--- src/rtl/cache_ctrl.sv ---
// rtl/cache_ctrl.sv - direct-mapped, write-through / no-write-allocate cache controller
// Owns the data array. Tag/valid live in external RAMs that read on negedge.
module cache_ctrl #(
    parameter int memory_bits = 5,
    parameter int cache_size  = 8,
    parameter int index       = 3,
    parameter int data_width  = 8,
    parameter int cnt_width   = 16
) (
    input  logic                         clk,
    input  logic                         reset,
    input  logic                         cpu_req,
    input  logic                         cpu_we,
    input  logic [memory_bits-1:0]       cpu_addr,
    input  logic [data_width-1:0]        cpu_wdata,
    output logic [data_width-1:0]        cpu_rdata,
    output logic                         cpu_ready,
    output logic [index-1:0]             cache_index,
    output logic [memory_bits-index-1:0] tag_in,
    output logic                         tag_we,
    input  logic [memory_bits-index-1:0] tag_out,
    input  logic                         valid_out,
    output logic                         mem_req,
    output logic                         mem_we,
    output logic [memory_bits-1:0]       mem_addr,
    output logic [data_width-1:0]        mem_wdata,
    input  logic [data_width-1:0]        mem_rdata,
    input  logic                         mem_ack,
    output logic [cnt_width-1:0]         hit_count,
    output logic [cnt_width-1:0]         miss_count
);

    typedef enum logic [2:0] {IDLE, LOOKUP, RD_MISS, FILL, WR_MEM, RESP} state_t;

    state_t                  state, state_nx;
    logic [memory_bits-1:0]  req_addr;
    logic                    req_we;
    logic [data_width-1:0]   req_wdata;
    logic [data_width-1:0]   rdata_q;
    logic [data_width-1:0]   data_mem [cache_size];
    logic                    hit;

    // All RAM-facing address outputs come from the latched request so they stay stable until IDLE.
    assign cache_index = req_addr[index-1:0];
    assign tag_in      = req_addr[memory_bits-1:index];
    assign mem_addr    = req_addr;
    assign mem_wdata   = req_wdata;
    assign cpu_rdata   = rdata_q;
    assign hit         = valid_out && (tag_out == req_addr[memory_bits-1:index]);

    always_ff @(posedge clk) begin
        if (reset) state <= IDLE;
        else       state <= state_nx;
    end

    always_comb begin
        state_nx = state;
        case (state)
            IDLE:    if (cpu_req) state_nx = LOOKUP;
            LOOKUP:  begin
                if (req_we)   state_nx = WR_MEM;
                else if (hit) state_nx = RESP;
                else          state_nx = RD_MISS;
            end
            RD_MISS: if (mem_ack) state_nx = FILL;
            FILL:    state_nx = RESP;
            WR_MEM:  if (mem_ack) state_nx = RESP;
            RESP:    state_nx = IDLE;
            default: state_nx = IDLE;
        endcase
    end

    always_comb begin
        cpu_ready = 1'b0;
        mem_req   = 1'b0;
        mem_we    = 1'b0;
        tag_we    = 1'b0;
        case (state)
            RD_MISS: mem_req = 1'b1;
            WR_MEM:  begin
                mem_req = 1'b1;
                mem_we  = 1'b1;
            end
            FILL:    tag_we = 1'b1;
            RESP:    cpu_ready = 1'b1;
            default: ;
        endcase
    end

    always_ff @(posedge clk) begin
        if (reset) begin
            req_addr   <= '0;
            req_we     <= 1'b0;
            req_wdata  <= '0;
            rdata_q    <= '0;
            hit_count  <= '0;
            miss_count <= '0;
            for (int i = 0; i < cache_size; i++) data_mem[i] <= '0;
        end else begin
            case (state)
                IDLE: if (cpu_req) begin
                    req_addr  <= cpu_addr;
                    req_we    <= cpu_we;
                    req_wdata <= cpu_wdata;
                end
                LOOKUP: begin
                    if (hit) begin
                        if (hit_count != '1) hit_count <= hit_count + 1'b1;
                        if (req_we) data_mem[req_addr[index-1:0]] <= req_wdata;
                        else        rdata_q <= data_mem[req_addr[index-1:0]];
                    end else if (miss_count != '1) begin
                        miss_count <= miss_count + 1'b1;
                    end
                end
                RD_MISS: if (mem_ack) begin
                    rdata_q                      <= mem_rdata;
                    data_mem[req_addr[index-1:0]] <= mem_rdata;
                end
                default: ;
            endcase
        end
    end

endmodule

--- config.mk ---
export PLATFORM = sky130hd
export DESIGN_NAME = cache_ctrl
export DESIGN_NICKNAME = d
export VERILOG_FILES = /design/src/rtl/cache_ctrl.sv
export SDC_FILE = /design/constraint.sdc
export NUM_CORES = 1
export LEC_CHECK = 0
export CAP_MARGIN = 25
export CORE_ASPECT_RATIO = 0.7
export CORE_UTILIZATION = 54
export CTS_CLUSTER_DIAMETER = 100
export DETAILED_ROUTE_END_ITERATION = 10
export GPL_TIMING_DRIVEN = 0
export HOLD_SLACK_MARGIN = 0.15
export PLACE_DENSITY = 0.82
export SYNTH_ARGS = -nofsm -noshare
export SYNTH_HDL_FRONTEND = slang
export SYNTH_SLANG_ARGS = --single-unit
--- constraint.sdc ---
create_clock -name clk -period 3.4 [get_ports clk]
set_clock_uncertainty 0.2 [all_clocks]
set_input_delay 0.34 -clock clk [delete_from_list [all_inputs] [get_ports clk]]
set_output_delay 0.34 -clock clk [all_outputs]
set_load 0.05 [all_outputs]
# Word-level counts from Yosys, hierarchy flattened
# Memory sizes are Yosys's and may differ from the RTL's. A register that Yosys moved wholly into a read port is not among the register bits.
# Cells that the tools add are included.
# word_totals
reg_bits	57
ramBits	64
inputBits	29
output_inout_bits	62
word_cells	66
n_memories	1
# mem_list
name	depth	word_bits	read_ports	rd_ports_with_merged_regs	write_ports	line	source
data_mem	8	8	1	1	8	40	logic [data_width-1:0] data_mem [cache_size];
# op_classes
addsub	2
eq_ne	13
n_mux	31
n_bitwise	2
reduce_logical	10
# ops
op	n
$mux W8	5
$add A16 B1 Y16 const B	2
$ne A16 B16 Y1 const B	2
$mux W3	8
$mux W1	16
$pmux W8 S2	1
$pmux W3 S5	1
$ne A2 B2 Y1 const B	5
$reduce_and A3 Y1	3
$reduce_or A8 Y1	1
$eq A3 B2 Y1 const B	2
$eq A3 B3 Y1 const B	2
$reduce_and A4 Y1	1
$eq A3 B1 Y1 const B	1
$logic_not A3 Y1	1
$eq A2 B2 Y1	1
$reduce_and A2 Y1	1
$reduce_bool A2 Y1	1
$reduce_or A2 Y1	1
$logic_and A1 B1 Y1	1
$not A1 Y1	1
$or A1 B1 Y1	1

# Depth between registers and ports, before layout
# Gate-level depths: netlist of the first run.
# logic_depth
word_depth	9
ltp_mapped	9
depth_no_buf	6

# Worst setup path after synthesis of the first run
# OpenSTA, ideal clock, no wires.
# synth_timing
kind	register -> output
from	register state[2]
to	output mem_req
arrival_ns	2.151
t_required_ns	2.860
slack_ns	0.709
stages_incl_launch_ff	4
path_buffers	0
cell_sequence	dfxtp_1 -> inv_1 -> nor3_1 -> a21o_1
# synth_via
elab_chain_len	3
elab_cells_between_ends	4
cone_classes	eq/ne: 2; mux: 1; reduce/logical: 1
# synth_lines
element	line	source
from (decl)	35	state_t state, state_nx;
from (signal assigned)	53	else state <= state_nx;
$eq A3 B2 Y1 or $eq A3 B3 Y1 (tied branches)	78	case (state)
$reduce_or A2 Y1 (no line) (*)	n/a	
$mux W1 (*)	78	
to (decl)	23	output logic mem_req,
# Every way passes the cells marked *; elsewhere a longest branch is shown, timed or not.

# Final worst setup path of the first run
# Same ends and word-level chain as after synthesis.

==> impl_metrics.env, run 1 <==
export IMPL_status="finished with violations"
export IMPL_violations="DRC"
export IMPL_grt_pass1_wl_um=22700
export IMPL_cts_path_max_buffers=2
export IMPL_fin_setup_tns_ns=0
export IMPL_synth_cells=517
export IMPL_final_cells=771
export IMPL_synth_cell_area_um2=5770
export IMPL_die_w_um=126
export IMPL_drt_iter0_drc=448
export IMPL_drv_slew=0
export IMPL_start_kind="register"
export IMPL_insertion_delay_ns=0.42
export IMPL_n_antenna_cell=0
export IMPL_num_rows=31
export IMPL_required_ns=2.86
export IMPL_place_gp_congestion=0.857
export IMPL_vias_per_cell=6.04
export IMPL_dpl_cell_area_um2=6820
export IMPL_synth_enable_flop_cells=64
export IMPL_synth_avg_cell_area_um2=11.2
export IMPL_synth_area_top_cells="edfxtp_1 33%, dfxtp_1 21%, nor2_1 6.9%"
export IMPL_portBuffers=89
export IMPL_drcViolationCount=8
export IMPL_final_area_um2=7340
export IMPL_maxCapViolCount=0
export IMPL_fp_coreArea_um2=10400
export IMPL_fin_ws_ns=0.453
export IMPL_max_freq_mhz=339
export IMPL_die_area_um2=11100
export IMPL_final_nets=657
export IMPL_endpoint_kind="output pin"
export IMPL_dp_slack_ns=0.440
export IMPL_cts_buffers=17
export IMPL_layout_drive_gt1_share_pct=13.0
export IMPL_io_pins=91
export IMPL_synth_fp_nets=548
export IMPL_setup_viol=0
export IMPL_vias=4657
export IMPL_synth_cell_type_count=59
export IMPL_maxSlewHeadroom_pct=32.9
export IMPL_worstMarginPinSlew_ns=0.978
export IMPL_p_leak_nw=2.60
export IMPL_syn_to_final_growth_pct=27.2
export IMPL_grt_pass1_vias=4394
export IMPL_antenna_found_initial=0
export IMPL_final_cell_mix="106 x nor2_1, 89 x clkdlybuf4s50_1, 64 x edfxtp_1, 60 x dfxtp_1, 43 x nand2_1"
export IMPL_powerDensity_nw_per_um2=554
export IMPL_synthFlopType="edfxtp_1"
export IMPL_wl_per_cell_um=18.9
export IMPL_peakVddDrop_mv=0.399
export IMPL_synth_warnings=0
export IMPL_root_buffer="clkbuf_16"
export IMPL_clock_sinks=124
export IMPL_finalCritPeriodShare_pct=86.7
export IMPL_clk_pin_slew_ns=0.05
export IMPL_ys_seq_area_share_pct=54.1
export IMPL_start_util_pct=55.7
export IMPL_synth_largest_area_cell="edfxtp_1"
export IMPL_cts_tree="built"
export IMPL_h_tree_depth=4
export IMPL_ant_nets=0
export IMPL_critPathKind="register to output pin"
export IMPL_ys_async_sr_fraction_pct=0
export IMPL_cp_arrival_ns=2.41
export IMPL_dp_hpwl_um=10400
export IMPL_cts_setup_buffers=0
export IMPL_path_max_fanout=7
export IMPL_whs_ns=0.153
export IMPL_dieHeight_um=88.5
export IMPL_mostFrequentLayoutCell="nor2_1"
export IMPL_min_path_type="input pin to register"
export IMPL_first_pass_iters=8
export IMPL_dp_cells=738
export IMPL_final_min_clock_period_ns=2.95
export IMPL_yosysTopAreaCellShare_pct=33.3
export IMPL_ys_ff_latch=124
export IMPL_grt_start_max_net_pins=17
export IMPL_cts_resized=0
export IMPL_routed_wl_um=14600
export IMPL_hold_viol_final=0
export IMPL_cts_hold_repair_buffers=0
export IMPL_grt_overflow_total=0
export IMPL_grtUsageTotal_pct=27.5
export IMPL_rsz0062_at_grt="no"
critical path, stage by stage, from the launching register on:
cell             delay [ns]
dfxtp_1                0.48
inv_1                  0.17
nor3_1                 0.40
a21o_1                 0.14
clkdlybuf4s50_1        0.81
flip-flops by register name (all words and copies together) (netlist names), named ones only:
name        flops
data_mem       64
mem_addr        5
cpu_rdata       8
hit_count      16
mem_wdata       8
state           3
miss_count     16
req_we          1
cell type report:
type	count	area, µm²
repair buffers	90	896
clock inverters	13	76.3
fillers	681	3020
plain buffers	35	203
inverters	6	22.5
well taps	132	165
flip-flops and latches	124	3120
clock buffers	19	433
multi-input cells	352	2420
report_power, final:
| part | switching (mW) | internal, mW | total [mW] |
|---|---|---|---|
| registers | 0.0548 | 1.64 | 1.70 |
| clock network | 0.655 | 0.918 | 1.57 |
| logic | 0.508 | 0.286 | 0.794 |
final timing paths:
check             depth (start not counted)  slack [ns]          from              to
setup / recovery                          4        0.45      state[2]         mem_req
hold / removal                            3        0.15         reset   hit_count[13]
setup reg to reg                          6        0.60      state[2]  data_mem[2][2]
hold reg to reg                           2        0.29  mem_wdata[3]    mem_wdata[3]
cells in the mapped netlist (2+ instances only):
cell,n
mux2i_1,19
nand4b_4,3
clkbuf_1,12
xor2_1,5
a2111oi_1,2
nor4b_1,2
buf_6,3
nand2_1,43
nand3_1,14
a311o_1,2
nand3b_1,2
or3_1,7
a21oi_1,34
a211oi_1,6
mux4_2,16
nor3b_1,3
buf_2,11
inv_1,6
edfxtp_1,64
nor2_1,106
buf_1,3
o21ai_0,7
dfxtp_1,60
nand4_1,7
nor3_1,4
a2111oi_2,2
and4_1,6
and2_1,6
xnor2_1,16
buf_4,5
and3_1,3
nand3_4,2
ha_1,2
a22o_1,8
nor3b_2,2
per-stage QoR:
stage / total power, mW / utilization, %
4_1_cts: 4.06 / 70.8
6_report: 4.07 / 70.9
2_1_floorplan: 2.25 / -
3_5_place_dp: 2.50 / 65.9
5_1_grt: 4.19 / 70.9
3_3_place_gp: 2.48 / 65.9
logic make-up (layout without fill, tap and decap cells):
kind of cell / Yosys count / in the layout / synth area share [%]
AOI/OAI and AO/OA: 72 / 72 / 8.37
xor gates and xnor gates: 21 / 21 / 3.19
adders and majority gates: 2 / 2 / 0.434
buffers and inverters: 41 / 163 / 3.90
DFF: 124 / 124 / 54.1
muxes: 36 / 36 / 9.74
and+or+nand+nor: 221 / 221 / 20.2
per-layer routing:
layer  routed length [µm]  share of wire [%]  global-route usage (%)
met4                  239                1.6                    10.6
met1                 6250                 43                    36.9
met2                 6580                 45                    43.6
met3                 1530                 10                    7.19
met5                    0                  0                       0
No activity file was read; power rests on OpenSTA's default activity.
==> inputs of run 2 (changes only) <==
--- a/config.mk
+++ b/config.mk
@@ -12,6 +12,7 @@
 export DETAILED_ROUTE_END_ITERATION = 10
 export GPL_TIMING_DRIVEN = 0
 export HOLD_SLACK_MARGIN = 0.15
+export MAX_ROUTING_LAYER = met4
 export PLACE_DENSITY = 0.82
 export SYNTH_ARGS = -nofsm -noshare
 export SYNTH_HDL_FRONTEND = slang
==> run 2 against run 1 <==
Effect of this change:
- the run still ends with DRC left
- cell area did not move
- first-iteration DRC count rose by 5.4%
- via count fell by 0.49%
- final cell count did not move
- critical path type unchanged
==> impl_metrics.env, run 2 (synthesis gave the netlist of run 1 again) <==
export IMPL_insertion_delay_ns=0.42
export IMPL_fp_coreArea_um2=10400
export IMPL_drcViolationCount=8
export IMPL_dpl_cell_area_um2=6820
export IMPL_final_min_clock_period_ns=2.93
export IMPL_layout_drive_gt1_share_pct=13.0
export IMPL_cts_tree="built"
export IMPL_portBuffers=89
export IMPL_violations="DRC"
export IMPL_rsz0062_at_grt="no"
export IMPL_largest_reg_flops=64
export IMPL_largestRegisters="data_mem (64), hit_count (16), miss_count (16)"
export IMPL_maxSlewHeadroom_pct=31.0
export IMPL_drv_slew=0
export IMPL_cts_resized=0
export IMPL_vias_per_cell=6.01
export IMPL_drt_iter0_drc=472
export IMPL_antenna_found_initial=0
export IMPL_grt_start_max_net_pins=17
export IMPL_cts_buffers=17
export IMPL_finalPower_mw=4.06
export IMPL_p_leak_nw=2.60
export IMPL_start_kind="register"
export IMPL_first_pass_iters=8
export IMPL_mostFrequentLayoutCell="nor2_1"
export IMPL_vias=4634
export IMPL_num_rows=31
export IMPL_fin_util_pct=70.9
export IMPL_routed_wl_um=14600
export IMPL_dp_cells=738
export IMPL_grt_pass1_wl_um=22700
export IMPL_setup_viol=0
export IMPL_finalCritPeriodShare_pct=86.1
export IMPL_final_area_um2=7340
export IMPL_root_buffer="clkbuf_16"
export IMPL_cts_path_max_buffers=2
export IMPL_final_nets=657
export IMPL_io_pins=91
export IMPL_start_util_pct=55.7
export IMPL_status="finished with violations"
export IMPL_cts_setup_buffers=0
export IMPL_cts_hold_repair_buffers=0
export IMPL_peakVddDrop_mv=0.401
export IMPL_largest_register="data_mem"
export IMPL_maxCapViolCount=0
export IMPL_die_w_um=126
export IMPL_syn_to_final_growth_pct=27.2
export IMPL_place_gp_congestion=0.871
export IMPL_grt_pass1_vias=4411
export IMPL_final_cells=771
export IMPL_grt_overflow_total=0
export IMPL_grtUsageTotal_pct=28.5
export IMPL_ant_nets=0
export IMPL_fin_setup_tns_ns=0
export IMPL_worstMarginPinSlew_ns=1.01
export IMPL_h_tree_depth=4
export IMPL_die_area_um2=11100
export IMPL_max_freq_mhz=342
export IMPL_path_max_fanout=7
export IMPL_fin_ws_ns=0.472
export IMPL_hold_viol_final=0
export IMPL_dp_slack_ns=0.440
export IMPL_dp_hpwl_um=10400
export IMPL_endpoint_kind="output pin"
export IMPL_required_ns=2.86
export IMPL_cp_arrival_ns=2.39
export IMPL_critPathKind="register to output pin"
export IMPL_n_antenna_cell=0
export IMPL_min_path_type="input pin to register"
export IMPL_dieHeight_um=88.5
export IMPL_final_cell_mix="106 x nor2_1, 89 x clkdlybuf4s50_1, 64 x edfxtp_1, 60 x dfxtp_1, 43 x nand2_1"
export IMPL_whs_ns=0.156
export IMPL_powerDensity_nw_per_um2=554
export IMPL_wl_per_cell_um=19.0
export IMPL_clock_sinks=124
export IMPL_clk_pin_slew_ns=0.06
run 2: cell counts in the layout (fill, tap and decap cells not counted):
No cell type changed its count.
run 2: layout make-up:
cell class / count / area (µm²)
Fill cell: 681 / 3020
Inverter: 6 / 22.5
Clock buffer: 19 / 433
Tap cell: 132 / 165
Clock inverter: 13 / 76.3
Timing Repair Buffer: 90 / 896
Multi-Input combinational cell: 352 / 2420
Buffer: 35 / 203
Sequential cell: 124 / 3120
run 2: worst max-delay path, cell delays in order (launching register included):
cell             delay, ns
dfxtp_1               0.48
inv_1                 0.17
nor3_1                0.39
a21o_1                0.14
clkdlybuf4s50_1       0.81
run 2: worst paths after layout:
kind	start	endpoint	slack, ns	depth (start not counted)
worst max-delay path	state[2]	mem_req	0.47	4
worst min-delay path	reset	hit_count[13]	0.16	3
worst max register to register	state[0]	data_mem[2][3]	0.58	7
worst min register to register	cpu_rdata[4]	cpu_rdata[4]	0.29	1
run 2: power breakdown:
group / internal, mW / total [mW] / switching, mW
logic: 0.286 / 0.794 / 0.508
registers: 1.64 / 1.70 / 0.0553
clock network: 0.917 / 1.57 / 0.652
total: 2.85 / 4.06 / 1.22
run 2: per-layer routing:
metal	GRT usage (%)	part of all wire (%)	vias up
met5	-	0	-
met4	10.8	1.7	0
met3	7.19	9.9	33
met2	43.5	45	302
met1	37.1	43	2211
li1	-	-	2088
==> inputs of run 3 (changes only) <==
--- a/config.mk
+++ b/config.mk
@@ -13,7 +13,7 @@
 export GPL_TIMING_DRIVEN = 0
 export HOLD_SLACK_MARGIN = 0.15
 export MAX_ROUTING_LAYER = met4
-export PLACE_DENSITY = 0.82
+export PLACE_DENSITY = 0.92
 export SYNTH_ARGS = -nofsm -noshare
 export SYNTH_HDL_FRONTEND = slang
 export SYNTH_SLANG_ARGS = --single-unit
==> run 3 against run 2 <==
Effect of this change:
- the flow still finishes with violations (DRC)
- highest routed layer unchanged
- wire length increased by 2.1%
- core utilization rose by 1.5 points
- clock power grew 32%
- largest power group is now the clock network
- global-route usage is 0.74 points higher
- critical endpoint unchanged
- clock-buffer cell count down 2
- hold slack improved by 0.0036 ns
- sequential share of layout area down 0.89 points
==> impl_metrics.env, run 3 (synthesis gave the netlist of run 1 again) <==
export IMPL_grt_pass1_wl_um=23500
export IMPL_fillers=677
export IMPL_cts_tree="built"
export IMPL_maxCapViolCount=0
export IMPL_fp_coreArea_um2=10400
export IMPL_cts_setup_buffers=0
export IMPL_syn_to_final_growth_pct=29.9
export IMPL_largest_register="data_mem"
export IMPL_start_kind="register"
export IMPL_slowest_stage="clkdlybuf4s50_1"
export IMPL_portBuffers=89
export IMPL_cts_buffers=17
export IMPL_routed_wl_um=14900
export IMPL_grt_overflow_total=0
export IMPL_clk_pin_slew_ns=0.06
export IMPL_dieHeight_um=88.5
export IMPL_n_antenna_cell=0
export IMPL_largest_reg_flops=64
export IMPL_cp_buffers_inverters=2
export IMPL_r2r_start="state[0]"
export IMPL_drcViolationCount=7
export IMPL_cts_path_max_buffers=2
export IMPL_violations="DRC"
export IMPL_dp_hpwl_um=10200
export IMPL_cts_hold_repair_buffers=0
export IMPL_worstMarginPinSlew_ns=0.867
export IMPL_hold_depth=3
export IMPL_antenna_found_initial=0
export IMPL_cpLargestDelayFamily="buffers and inverters"
export IMPL_whs_endpoint="hit_count[13]"
export IMPL_r2r_cells=9
export IMPL_final_min_clock_period_ns=2.90
export IMPL_mostFrequentLayoutCell="nor2_1"
export IMPL_finalCritPeriodShare_pct=85.4
export IMPL_required_ns=2.86
export IMPL_final_nets=656
export IMPL_final_cells=770
export IMPL_largestRegisters="data_mem (64), hit_count (16), miss_count (16)"
export IMPL_endpoint_kind="output pin"
export IMPL_die_area_um2=11100
export IMPL_rsz0062_at_grt="no"
export IMPL_hold_path_startpoint="reset"
export IMPL_num_rows=31
export IMPL_vias_per_cell=5.99
export IMPL_powerDensity_nw_per_um2=607
export IMPL_start_util_pct=55.7
export IMPL_die_w_um=126
export IMPL_cts_resized=0
export IMPL_root_buffer="clkbuf_16"
export IMPL_p_leak_nw=2.65
export IMPL_cp_arrival_ns=2.36
export IMPL_slowest_delay_ns=0.80
export IMPL_min_path_type="input pin to register"
export IMPL_insertion_delay_ns=0.43
export IMPL_grtUsageTotal_pct=29.2
export IMPL_first_pass_iters=9
export IMPL_max_freq_mhz=344
export IMPL_hold_viol_final=0
export IMPL_whs_ns=0.160
export IMPL_clock_sinks=124
export IMPL_h_tree_depth=4
export IMPL_maxSlewHeadroom_pct=40.6
export IMPL_dpl_cell_area_um2=6820
export IMPL_peakVddDrop_mv=0.384
export IMPL_critPathKind="register to output pin"
export IMPL_ant_nets=0
export IMPL_drv_slew=0
export IMPL_setup_viol=0
export IMPL_status="finished with violations"
export IMPL_grt_pass1_vias=4453
export IMPL_r2r_slack_ns=0.54
export IMPL_place_gp_congestion=0.863
export IMPL_wl_per_cell_um=19.4
export IMPL_vias=4615
export IMPL_drt_iter0_drc=463
export IMPL_fin_setup_tns_ns=0
export IMPL_final_area_um2=7490
export IMPL_layout_drive_gt1_share_pct=13.2
export IMPL_final_cell_mix="106 x nor2_1, 89 x clkdlybuf4s50_1, 64 x edfxtp_1, 60 x dfxtp_1, 43 x nand2_1"
export IMPL_dp_cells=738
export IMPL_worstReg2RegEnd="data_mem[3][1]"
export IMPL_grt_start_max_net_pins=17
export IMPL_crit_chain="inv_1, nor3_1, a21o_1, clkdlybuf4s50_1"
export IMPL_io_pins=91
export IMPL_path_max_fanout=7
==> run 3: cell type report <==
cell class	instances	area (µm²)	share of cell area [%]
clock buffer	17	425	5.68
sequential	124	3120	41.7
timing repair buffer	89	891	11.9
buffer	35	203	2.70
clock inverter	15	245	3.27
inverter	6	22.5	0.301
tap	132	165	2.20
multi-input combinational	352	2420	32.3
==> run 3: metrics by stage <==
step                total power [mW]  setup slack, ns  util [%]
floorplan                       2.25            0.709         -
global placement                2.47            0.337      65.9
detailed placement              2.49            0.247      65.9
CTS                             4.54            0.534      72.4
global route                    4.67            0.448      72.4
finish                          4.55            0.497      72.4
==> run 3: report_power, final <==
group          internal, mW  switching, mW  total, mW
logic                 0.284          0.495      0.779
registers              1.64         0.0539       1.70
clock network          1.37          0.697       2.07
==> run 3: how the worst max path moves through the flow <==
stage | cells past startpoint | end | slack (ns) | from
after floorplan | 3 | mem_req | 0.71 | state[2]
after global placement | 8 | data_mem[6][6] | 0.34 | tag_out[0]
after detailed placement | 8 | data_mem[3][6] | 0.25 | tag_out[0]
after CTS | 4 | mem_req | 0.53 | state[2]
after global routing | 9 | data_mem[3][1] | 0.45 | state[0]
final | 4 | mem_req | 0.50 | state[2]
==> run 3: layer usage <==
layer	wire, µm	part of all wire [%]	vias up	GRT usage (%)
met5	0	0	-	-
met4	375	2.5	0	12.6
met3	1280	8.6	37	7.01
met2	6920	46	261	46.5
met1	6350	43	2224	36.2
li1	-	-	2093	-
==> run 3: worst reg2reg max path, delay by kind of cell (launching register included) <==
family,cells,cell delay (ns)
buffers and inverters,4,0.65
AND/OR/NAND/NOR,4,1.20
AO/OA/AOI/OAI,1,0.15
flip-flops,1,0.31
